### config.mk
export PLATFORM = sky130hd
export DESIGN_NAME = skin_mask_binarizer
export DESIGN_NICKNAME = d
export VERILOG_FILES = /design/src/rtl/skin_mask_binarizer.sv
export SDC_FILE = /design/constraint.sdc
export NUM_CORES = 1
export LEC_CHECK = 0
export CORE_MARGIN = 2
export CORE_UTILIZATION = 45
export CTS_CLUSTER_SIZE = 25
export DETAILED_ROUTE_END_ITERATION = 10
export SYNTH_ARGS = -nofsm -noshare
export SYNTH_HDL_FRONTEND = slang
export SYNTH_SLANG_ARGS = --single-unit
### constraint.sdc
create_clock -name clk -period 18.2 [get_ports clk]
set_input_delay 3.64 -clock clk [delete_from_list [all_inputs] [get_ports clk]]
set_output_delay 3.64 -clock clk [all_outputs]
set_load 0.1 [all_outputs]
### src/rtl/skin_mask_binarizer.sv
// Skin mask binarizer: thresholds gaussian likelihoods against a fraction of the
// previous frame's peak and reports per-frame statistics.
module skin_mask_binarizer #(
  parameter int          IMG_W    = 640,
  parameter int          IMG_H    = 480,
  parameter logic [19:0] THR_INIT = 20'd524288
) (
  input  logic        clk,
  input  logic        rst_n,
  input  logic        in_valid,
  input  logic        in_sof,
  input  logic [19:0] gauss_A,
  input  logic [3:0]  thr_num,
  output logic        mask_valid,
  output logic        mask,
  output logic        mask_sof,
  output logic        frame_done,
  output logic [19:0] frame_max,
  output logic [18:0] skin_count,
  output logic        err_sync
);

  localparam logic [18:0] LAST_IDX = 19'(IMG_W * IMG_H - 1);

  // state  | meaning
  // IDLE   | waiting for a sof pixel; other pixels are dropped
  // ACTIVE | frame in progress, every valid pixel is accepted
  // DONE   | one cycle after the last pixel; behaves like IDLE
  typedef enum logic [1:0] {IDLE, ACTIVE, DONE} state_t;

  state_t      state, state_nxt;
  logic        accept, start, err_pix, is_last, dec;
  logic [18:0] pix_cnt, pix_idx, run_skin, skin_new;
  logic [19:0] run_max, base_max, max_new, thr;
  logic [23:0] prod;

  logic        s1_valid, s1_mask, s1_sof, s1_last, out_last;

  always_ff @(posedge clk) begin
    if (!rst_n) state <= IDLE;
    else        state <= state_nxt;
  end

  always_comb begin
    state_nxt = state;
    case (state)
      ACTIVE:  if (is_last) state_nxt = DONE;
      default: begin
        if (start) state_nxt = is_last ? DONE : ACTIVE;
        else       state_nxt = IDLE;
      end
    endcase
  end

  always_comb begin
    accept  = 1'b0;
    start   = 1'b0;
    err_pix = 1'b0;
    case (state)
      ACTIVE: begin
        accept  = in_valid;
        start   = in_valid & in_sof;
        err_pix = in_valid & in_sof;
      end
      default: begin
        accept = in_valid & in_sof;
        start  = in_valid & in_sof;
      end
    endcase
  end

  // A sof pixel restarts the accumulators, so it is folded in against zero.
  always_comb begin
    pix_idx  = start ? 19'd0 : pix_cnt;
    is_last  = accept && (pix_idx == LAST_IDX);
    dec      = gauss_A > thr;
    base_max = start ? 20'd0 : run_max;
    max_new  = (gauss_A > base_max) ? gauss_A : base_max;
    skin_new = (start ? 19'd0 : run_skin) + {18'd0, dec};
    prod     = {4'd0, max_new} * {20'd0, thr_num};
  end

  always_ff @(posedge clk) begin
    if (!rst_n) begin
      pix_cnt    <= '0;
      run_max    <= '0;
      run_skin   <= '0;
      thr        <= THR_INIT;
      frame_max  <= '0;
      skin_count <= '0;
    end else if (accept) begin
      pix_cnt  <= pix_idx + 19'd1;
      run_max  <= max_new;
      run_skin <= skin_new;
      if (is_last) begin
        thr        <= 20'(prod >> 4);
        frame_max  <= max_new;
        skin_count <= skin_new;
      end
    end
  end

  always_ff @(posedge clk) begin
    if (!rst_n) begin
      s1_valid   <= 1'b0;
      s1_mask    <= 1'b0;
      s1_sof     <= 1'b0;
      s1_last    <= 1'b0;
      mask_valid <= 1'b0;
      mask       <= 1'b0;
      mask_sof   <= 1'b0;
      out_last   <= 1'b0;
      frame_done <= 1'b0;
      err_sync   <= 1'b0;
    end else begin
      s1_valid   <= accept;
      s1_mask    <= accept & dec;
      s1_sof     <= start;
      s1_last    <= is_last;
      mask_valid <= s1_valid;
      mask       <= s1_valid & s1_mask;
      mask_sof   <= s1_valid & s1_sof;
      out_last   <= s1_valid & s1_last;
      frame_done <= mask_valid & out_last;
      err_sync   <= err_pix;
    end
  end

endmodule
==> summary by stage, run 1 <==
Logic synthesis
The number of library cell types mapped by synthesis is 56. The count of flip-flops with a built-in enable after synthesis is 0. The post-synthesis async set-or-reset flop share is 0%.

Among all flip-flop cells after synthesis, the most frequent one is sky130_fd_sc_hd__dfxtp_1. Sequential cells were found to cover 29.2% of the synthesized design area. The number of nets in the synthesized netlist is 1238. The synthesized design contains 129 register bits.

Averaged over all synthesized cells, the footprint is between 7 and 8 um2. The Yosys step of the flow raised 0 warnings. The synthesized netlist occupies a cell area of 8830 um2. The number of instances in the synthesized netlist is about 1100.

Global routing
The number of antenna violations at the first check in global routing is 0. The first global-routing pass estimated 37000 um of wire. Global routing used 22.7% of the available tracks across all layers. The total overflow reported by the global router is 0. The number of global-route vias before repair is 7351.

Entering global routing, the biggest net connects 79 pins.

Power
Per report_power, the sequential group accounts for 33.4% of the total. The internal power of the cells is approximately 0.58 mW. The fraction of power consumed by combinational cells is between 20 and 30%. The proportion of power drawn by the clock network is 40.7%.

For this design the ratio of total power to cell area is 83.6 nW/um2. Summing internal, switching and leakage power gives 0.866 mW. The worst-case IR drop observed on VDD is 0.0613 mV.

The analysis attributes to net switching a power of about 0.29 mW. Of the total power, the share spent switching nets is 33.1%. The standby leakage power is about 4.2 nW.

Floorplan
The core region is approximately 19000 um2. The die is 144 um wide. The row count is 51. The overall die area is 20800 um2. The die span in y is ~140 um. For this design the top-level I/O count stands at 72.

Once the floorplan was initialized, standard cells occupied 45.7% of the core.

Place
The quantity of I/O buffers inserted on ports is 71. The final RePlAce weighted congestion is approximately 0.85. The minimum setup slack after placement is 7.06 ns. Once placement finished, the instance area stood at 9760 um2.

Once placement completed, the tool counted placed cells totaling 1395. Summed over all nets, the half-perimeter wirelength after detailed placement is 16100 um.

Timing
The measured slew at the worst slew-check pin is 1.08 ns. The worst path in the final design needs a cycle of 10.79 ns, including I/O delays and setup. The post-layout worst setup margin is 7.41 ns.

The post-route clock period utilization is 59.3%. Setup repair after global routing left no endpoint under its margin. The total negative slack for setup checks is 0 ns.

The worst relative slew slack is between 20% and 30%. Timing would allow up to 92.7 MHz. The final hold violation count came to 0.

On the final layout, the worst hold slack is roughly 0.45 ns. Between clock sinks in the finished design, the worst skew comes to approximately 0.012 ns. Setup violations remaining at the end of the flow were counted as 0. The max-slew violation total from the final report is 0.

Detailed routing
The DRC violation count after routing is 0. The average wire length per cell after detail routing is between 15 and 20 um. The via count normalized by instance count is 5.25. The first-pass detailed-route iteration total is 5. The detailed router finished its first iteration with 391 violations. The total length of routed wires is 22400 um. The detail route stage leaves a number of antenna-violating nets equal to 0. Detailed routing inserted a total of 7486 vias.

Finish
The post-route cell area is 10400 um2. The number of antenna diodes in the final layout is 0. The final cell count without fillers is 1427. The area growth from synthesis to layout is 17.3%. The net count of the finished layout is 1281. The post-route netlist has 4.91% of its cells at a drive strength greater than 1. The final core area utilization is 53.6%.

Clocking
The number of buffers on the longest clock path is 2. The post-cts gate resize count is 0. The number of hold buffers added after CTS is 0. After clock tree synthesis, the clock-pin slew on the worst setup and hold paths is about 0.070 ns. The number of buffers inserted by post-CTS setup repair is 0. The level count of the clock H-tree is 4. TritonCTS built the clock tree. The worst-skew pair later-pin latency is 0.42 ns.

Clock tree synthesis inserted a total of 17 buffers. The tree is rooted in a sky130_fd_sc_hd__clkbuf_16. The clock net in this run drives a total of 129 sinks.

Worst setup path
The largest individual stage delay along the critical path comes from the cell sky130_fd_sc_hd__a31oi_4. The capture point of the worst reg-to-reg path is thr[16]. For the worst setup path, the data required time is about 19 ns. The reg-to-reg setup timing slack is 11.52 ns. The critical path is of the input pin to register type. The launch instance of the worst register-to-register path is run_max[15]. The worst setup path is captured at a register. The longest individual stage delay on the worst path is slightly above 0.8 ns.

Among cell families on the critical path, the largest total delay comes from compound AO/OA/AOI/OAI gates. The worst setup path is launched from an input pin. Tracing the worst setup path back leads to its startpoint at in_valid. In this run the worst path has a maximum fanout of 60.

STA puts the critical path data arrival time at roughly 11 ns. The combined buffer and inverter count along the critical path is 3. The length in cells of the worst reg-to-reg path is 24.

Hold path
The class of the worst hold path is register to register. The endpoint of the worst hold path is skin_count[5]. The depth of the worst hold-timing path is 2. The startpoint identified for the worst hold timing path is skin_count[5].

Run
The total of max-cap violations is 0.

Outcome
The run finished with clean final reports.
kinds of logic after synthesis:
| kind of cell | Yosys count | synth area share (%) |
|---|---|---|
| compound gates | 226 | 16.2 |
| buf+inv | 156 | 6.63 |
| simple gates | 434 | 24.5 |
| flops | 129 | 29.2 |
| fa+ha+maj | 104 | 17.7 |
| xor+xnor | 54 | 5.36 |
| mux | 3 | 0.340 |
sequential cells by signal, summed over array words and instances, names as in the netlist:
register	count
frame_max	20
frame_done	1
mask	1
mask_valid	1
s1_mask	1
thr	20
err_sync	1
run_max	20
run_skin	19
s1_valid	1
skin_count	19
pix_cnt	19
s1_last	1
s1_sof	1
out_last	1
mask_sof	1
state	2
worst max-delay path by stage:
stage	slack, ns	endpoint	cells past startpoint
final	7.41	thr[16]	27
after global routing	6.79	thr[16]	27
after CTS	7.48	thr[16]	27
after detailed placement	7.06	thr[16]	27
after global placement	7.27	thr[16]	27
after floorplan	8.54	thr[12]	27
routing by layer:
metal  global-route usage (%)  vias to the layer above  share of wire (%)
met2                     37.4                      139                 45
li1                         -                     3814                  -
met4                     6.40                        0                1.7
met3                     4.01                       24                3.8
met1                     30.8                     3509                 49
met5                        0                        -                  0
synth_stat cells (17+ instances only):
cell type                  count  share of area, %
sky130_fd_sc_hd__a211oi_1     45               3.8
sky130_fd_sc_hd__a21o_1       17               1.4
sky130_fd_sc_hd__a21oi_1      95               5.4
sky130_fd_sc_hd__clkbuf_1     52               2.2
sky130_fd_sc_hd__dfxtp_1     129                29
sky130_fd_sc_hd__fa_1         35               7.9
sky130_fd_sc_hd__ha_1         69               9.8
sky130_fd_sc_hd__inv_1        99               4.2
sky130_fd_sc_hd__nand2_1     100               4.3
sky130_fd_sc_hd__nand2b_1     30               2.1
sky130_fd_sc_hd__nand3_1      35               2.0
sky130_fd_sc_hd__nand4_1      18               1.3
sky130_fd_sc_hd__nor2_1      120               5.1
sky130_fd_sc_hd__nor2b_1      63               4.5
sky130_fd_sc_hd__o21ai_0      28               1.6
sky130_fd_sc_hd__xnor2_1      28               2.8
sky130_fd_sc_hd__xor2_1       26               2.6
power by group through the flow:
stage	Clock [mW]	Sequential (mW)	Combinational [mW]
CTS	0.357	0.289	0.226
global route	0.370	0.290	0.257
floorplan	0	0.296	0.167
detailed placement	0	0.296	0.224
global placement	0	0.296	0.223
finish	0.352	0.289	0.225
tightest hold or removal path, delay by kind of cell, from the launching register on:
kind | cells | cell delay (ns)
DFF | 1 | 0.31
and+or+nand+nor | 1 | 0.05
AOI/OAI and AO/OA | 1 | 0.05
final cells by class:
type,count,area [um2]
inverters,99,372
repair buffers,81,786
well taps,265,332
multi-input cells,821,5690
clock inverters,15,174
clock buffers,17,425
fillers,1856,8980
flip-flops and latches,129,2580
cells in the final DEF (no fill, tap or decap), drive strengths merged, types with 19 or more instances in the layout:
cell,Yosys,layout
nand2,100,100
inv,99,105
xnor2,28,28
nand4,19,19
nand3,36,36
ha,69,69
fa,35,35
nor2,120,120
clkdlybuf4s50,0,71
a21oi,96,96
xor2,26,26
nor2b,63,63
o21ai,31,31
nand2b,30,30
dfxtp,129,129
a211oi,45,45
(Power assumes the default switching activity.)
==> inputs of run 2 (changes only) <==
==> constraint.sdc (replaced) <==
create_clock -name clk -period 10.2 [get_ports clk]
set_input_delay 2.04 -clock clk [delete_from_list [all_inputs] [get_ports clk]]
set_output_delay 2.04 -clock clk [all_outputs]
set_load 0.1 [all_outputs]
==> summary by stage, run 2 (synthesis results as in run 1) <==
Floorplan
The floorplan die width is 144 um. The floorplan step defined a die boundary enclosing a little over 20000 um2. The area inside the core boundary is slightly below 20000 um2. The effective utilization at floorplan is 45.7%. For this design the top-level I/O count stands at just over 70. The die span in y is 144 um. In this run the core area contains 51 standard-cell rows.

Detailed routing
The detailed router finished its first iteration with 435 violations. The total length of routed wires is 22800 um. The DRC violation count after routing is 0.

Once detail routing completed, the nets flagged for antenna violations numbered 0. The routed layout has 7517 vias. The first-pass detailed-route iteration total is 5. After detailed routing, the average wire length per cell comes to 15.9 um. The via count normalized by instance count is between 5 and 6.

Place
The total placed cells including tap cells is 1400. After legalization and detailed placement, the total HPWL measured about 16000 um. The quantity of I/O buffers inserted on ports is 71. Routability-driven placement finished with a final weighted congestion of about 0.87.

The minimum setup slack after placement is 1.24 ns. Once placement finished, the instance area stood at 9800 um2.

Worst setup path
The category of the most critical setup path is input pin to register. The longest individual stage delay on the worst path is around 0.55 ns. The critical path arrival is 8.93 ns. At the worst endpoint, the required time is 10.52 ns.

In this design, the largest share of critical-path delay is due to simple AND/OR/NAND/NOR gates. The critical path contains buffers and inverters numbering 2 combined. In this run the worst path has a maximum fanout of 21. The kind of start point of the critical path is an input pin. The worst-path cell with the longest stage delay is sky130_fd_sc_hd__fa_1. STA classifies the critical path endpoint as a register.

Clocking
The number of clock buffers added by TritonCTS is 17. Once the clock tree was built, the setup fixing pass inserted 0 buffers. The clock tree synthesis step divided the H-tree into 4 levels. The later pin in the worst-skew pair is clocked with a latency of 0.43 ns. The number of buffers on the longest clock path is 2. The number of hold buffers added after CTS is 0. The number of gates resized after CTS was 0.

The root buffer cell is sky130_fd_sc_hd__clkbuf_16. The TritonCTS clock tree is done. The clock-pin slew on the worst setup and hold paths is about 0.060 ns. Counting every sink on the clock net gives 129.

Timing
The worst relative slew slack is a little over a quarter. Dividing the final minimum period by the clock period gives 84.4%. The final hold violation count is 0. Clock skew on the completed layout was measured at 0.0129 ns. The measured slew at the worst slew-check pin is 1.09 ns. Adding up every negative setup slack in the final design gives 0 ns. Across all setup checks in the final design, the least slack found is 1.59 ns. Setup violations remaining at the end of the flow were counted as 0. Setup repair after global routing left no endpoint under its margin. The timing-limited maximum frequency is between 100 and 150 MHz. The hold slack is between 0.4 and 0.5 ns. The minimum period implied by the final worst setup slack is approximately 8.6 ns.

The max-slew violation total from the final report is 0.

Finish
From synthesis to final layout, the design area changed by 17.4%. The repair_antennas step left the layout with diodes totalling 0. The library cell used most frequently in the layout, excluding fill and tap cells, is sky130_fd_sc_hd__dfxtp_1.

The final core area utilization is 53.6%. After the flow finishes, the layout carries non-filler instances totaling 1432. Of the cells placed in the final design, the portion with a size suffix greater than 1 is 5.14%. In the layout the commonest cells are sky130_fd_sc_hd__dfxtp_1, sky130_fd_sc_hd__nor2_1, sky130_fd_sc_hd__nand2_1.

In the final design database the tool counted 1286 nets. The post-route cell area is a little over 10000 um2. In the final layout, the registers with the most flip-flops are frame_max: 20 flops, run_max: 20 flops, thr: 20 flops.

Global routing
In the global route stage, overall resource usage came out at 23.1%. The number of global-route vias before repair is approximately 7200. The total overflow reported by the global router is 0.

The number of antenna violations at the first check in global routing is 0. The largest net degree at the start of global routing is 90. The first global-routing pass estimated 37300 um of wire.

Power
The worst IR drop on VDD is about 0.11 mV. The proportion of power drawn by flip-flops and latches is 34.0%. The proportion of power drawn by the clock network is 39.3%. Total power for the finished layout comes to 1.52 mW. The standby leakage power is approximately 4.2 nW. The internal power of the cells is 1.02 mW. The fraction of power consumed by combinational cells is 26.7%. In this run the power spent charging and discharging nets is slightly above 0.5 mW. In this run switching power makes up 33.1% of total power. The total power density per cell area is 147 nW/um2.

Run
Max-cap violations in this run came to 0.

Outcome
The flow ran to the end, and the final reports show no timing, DRC or antenna violations.

Hold path
The class of the worst hold path is register to register.
run 2: changes by cell type in the layout (fill, tap and decap cells not counted), sizes merged:
cell      delta
clkbuf       +3
buf          +5
bufinv       -1
clkinvlp     +1
inv          -1
clkinv       -2
run 2: area by class of cell:
cell class                 instances  area, um2
inverter                          99        372
multi-input combinational        821       5690
tap                              265        332
sequential                       129       2580
fill                            1898       8970
clock buffer                      20        447
timing repair buffer              86        823
clock inverter                    12        124
run 2: final timing paths:
| path | cells after the start | to | startpoint | slack [ns] |
|---|---|---|---|---|
| setup reg to reg | 24 | thr[16] | run_max[15] | 3.85 |
| hold / removal | 2 | run_skin[0] | run_skin[0] | 0.45 |
| hold reg to reg | 2 | run_skin[0] | run_skin[0] | 0.45 |
| setup / recovery | 26 | thr[16] | in_valid | 1.59 |
run 2: routing by layer:
layer / wire, um / up-vias / GRT usage [%]
met5: 0 / - / 0
met4: 352 / 0 / 6.14
met3: 954 / 23 / 4.21
met2: 10100 / 151 / 36.5
met1: 11400 / 3521 / 32.6
li1: - / 3822 / -
run 2: power groups by stage:
stage / Sequential (mW) / Clock, mW / Combinational [mW]
2_1_floorplan: 0.528 / 0 / 0.298
3_3_place_gp: 0.528 / 0 / 0.401
3_5_place_dp: 0.528 / 0 / 0.402
4_1_cts: 0.517 / 0.610 / 0.405
5_1_grt: 0.518 / 0.632 / 0.461
6_report: 0.517 / 0.597 / 0.405
run 2: worst min-delay path: stages (launching register included):
cell and delay [ns]:
sky130_fd_sc_hd__dfxtp_1 0.30, sky130_fd_sc_hd__nand2_1 0.05, sky130_fd_sc_hd__a21oi_1 0.05
==> RTL edit, RTL diff (settings of run 1) <==
Reset style: asynchronous (`rst_n`), changed in 3 clocked blocks.
--- a/src/rtl/skin_mask_binarizer.sv
+++ b/src/rtl/skin_mask_binarizer.sv
@@ -37,5 +37,5 @@
   logic        s1_valid, s1_mask, s1_sof, s1_last, out_last;
 
-  always_ff @(posedge clk) begin
+  always_ff @(posedge clk or negedge rst_n) begin
     if (!rst_n) state <= IDLE;
     else        state <= state_nxt;
@@ -81,5 +81,5 @@
   end
 
-  always_ff @(posedge clk) begin
+  always_ff @(posedge clk or negedge rst_n) begin
     if (!rst_n) begin
       pix_cnt    <= '0;
@@ -101,5 +101,5 @@
   end
 
-  always_ff @(posedge clk) begin
+  always_ff @(posedge clk or negedge rst_n) begin
     if (!rst_n) begin
       s1_valid   <= 1'b0;
Behaviour: differs if rst_n is asserted again (counterexample within 4 cycles, from zero or initial values and one cycle with rst_n low); with rst_n held inactive, the same outputs for 10 cycles.
==> RTL edit against run 1 <==
  * Synthesized cell count is 11% lower
  * Worst setup slack worse by 0.17 ns
  * Area after synthesis is 0.14% lower
  * Design area is 0.48% higher
  * Sequential cell count stayed put
  * Count of clock-buffer cells in the layout is 4 higher
  * Wire length is 12% lower
  * First-iteration DRC count is 12% higher
  * Clock skew hardly changed
Power is not compared: it rests on default switching activity, and its combinational part moved more than twofold at a synthesized area within 25%.
==> RTL edit: results (changes against run 1) <==
- Outcome: finished clean (unchanged)
- Rel. slew slack: 33.7% (was 27.7%)
- Share of layout cells above drive strength 1: 6.06% (was 4.91%)
- First DRT Iteration DRCs: 439 (was 391)
- HP Start: out_last (was skin_count[5])
- RePlAce Congestion: 0.830 (was 0.855)
- Setup Skew: 0.0122 ns (was 0.0123 ns)
- Largest net degree at the start of global routing: 72 (was 79)
- Nets: 1175 (was 1281)
- Top post-synthesis cells by area: dfrtp_1 36%, ha_1 9.8%, fa_1 7.9%, nand2_1 5.1%, xor2_1 4.1% (was dfxtp_1 29%, ha_1 9.8%, fa_1 7.9%, a21oi_1 5.4%, nor2_1 5.1%)
- Layout multi-input combinational cell count: 718 (was 821)
- Area of the die: 20700 µm² (was 20800 µm²)
- Vias in the first global route: 6471 (was 7351)
- GRT met2 Usage: 31.2% (was 37.4%)
- Top_reg_cell synth: dfrtp_1 (was dfxtp_1)
- Reg-to-reg critical path endpoint: thr[18] (was thr[16])
- CLK BUF: 21 (was 17)
- Worst hold-check slack: 0.443 ns (was 0.450 ns)
- Hold Path Depth: 1 (was 2)
- Met3 usage: 3.74% (was 4.01%)
- Area of the multi-input gates: 5090 µm² (was 5690 µm²)
- Final cell count without fillers: 1321 (was 1427)
- Fillers: 1835 (was 1856)
- DR vias/cell: 5.04 (was 5.25)
- Final clock-cell share: 5.89% (was 5.79%)
- FFs w/ async S/R, synth: 100% (was 0%)
- Register area: 3230 µm² (was 2580 µm²)
- Hpwl dp: 14.1 mm (was 16.1 mm)
- Tot GR Track Use: 20.7% (was 22.7%)
- Dpl ws: 6.83 ns (was 7.06 ns)
- Syn Nets: 1113 (was 1238)
- CP max-delay cell: nor2_2 (was a31oi_4)
- Flop2flop setup slack: 11.19 ns (was 11.52 ns)
-- RTL edit: cell families after synthesis --
family	Yosys count	share of synthesized area [%]
compound gates	181	12.4
xor+xnor	62	6.16
fa+ha+maj	104	17.7
buf+inv	134	5.70
flops	129	36.6
mux	4	0.511
simple gates	367	20.8
-- RTL edit: critical path: cells and delay by family --
kind	cells	cell delay (ns)
adder cells (fa/ha/maj)	4	1.71
buffers and inverters	4	0.98
AND/OR/NAND/NOR	9	2.06
AO/OA/AOI/OAI	12	2.86
-- RTL edit: worst max-delay path by stage --
stage              from      end  slack [ns]
3_3_place_gp   in_valid  thr[18]        7.05
3_5_place_dp   in_valid  thr[18]        6.83
4_1_cts        in_valid  thr[18]        7.27
2_1_floorplan  in_valid  thr[18]        8.04
6_report       in_valid  thr[18]        7.24
5_1_grt        in_valid  thr[18]        6.66
-- RTL edit: per-layer routing --
metal	vias to the layer above	part of all wire, %
met5	-	0
met4	0	1.5
met3	22	3.5
met2	108	46
met1	3149	49
li1	3385	-
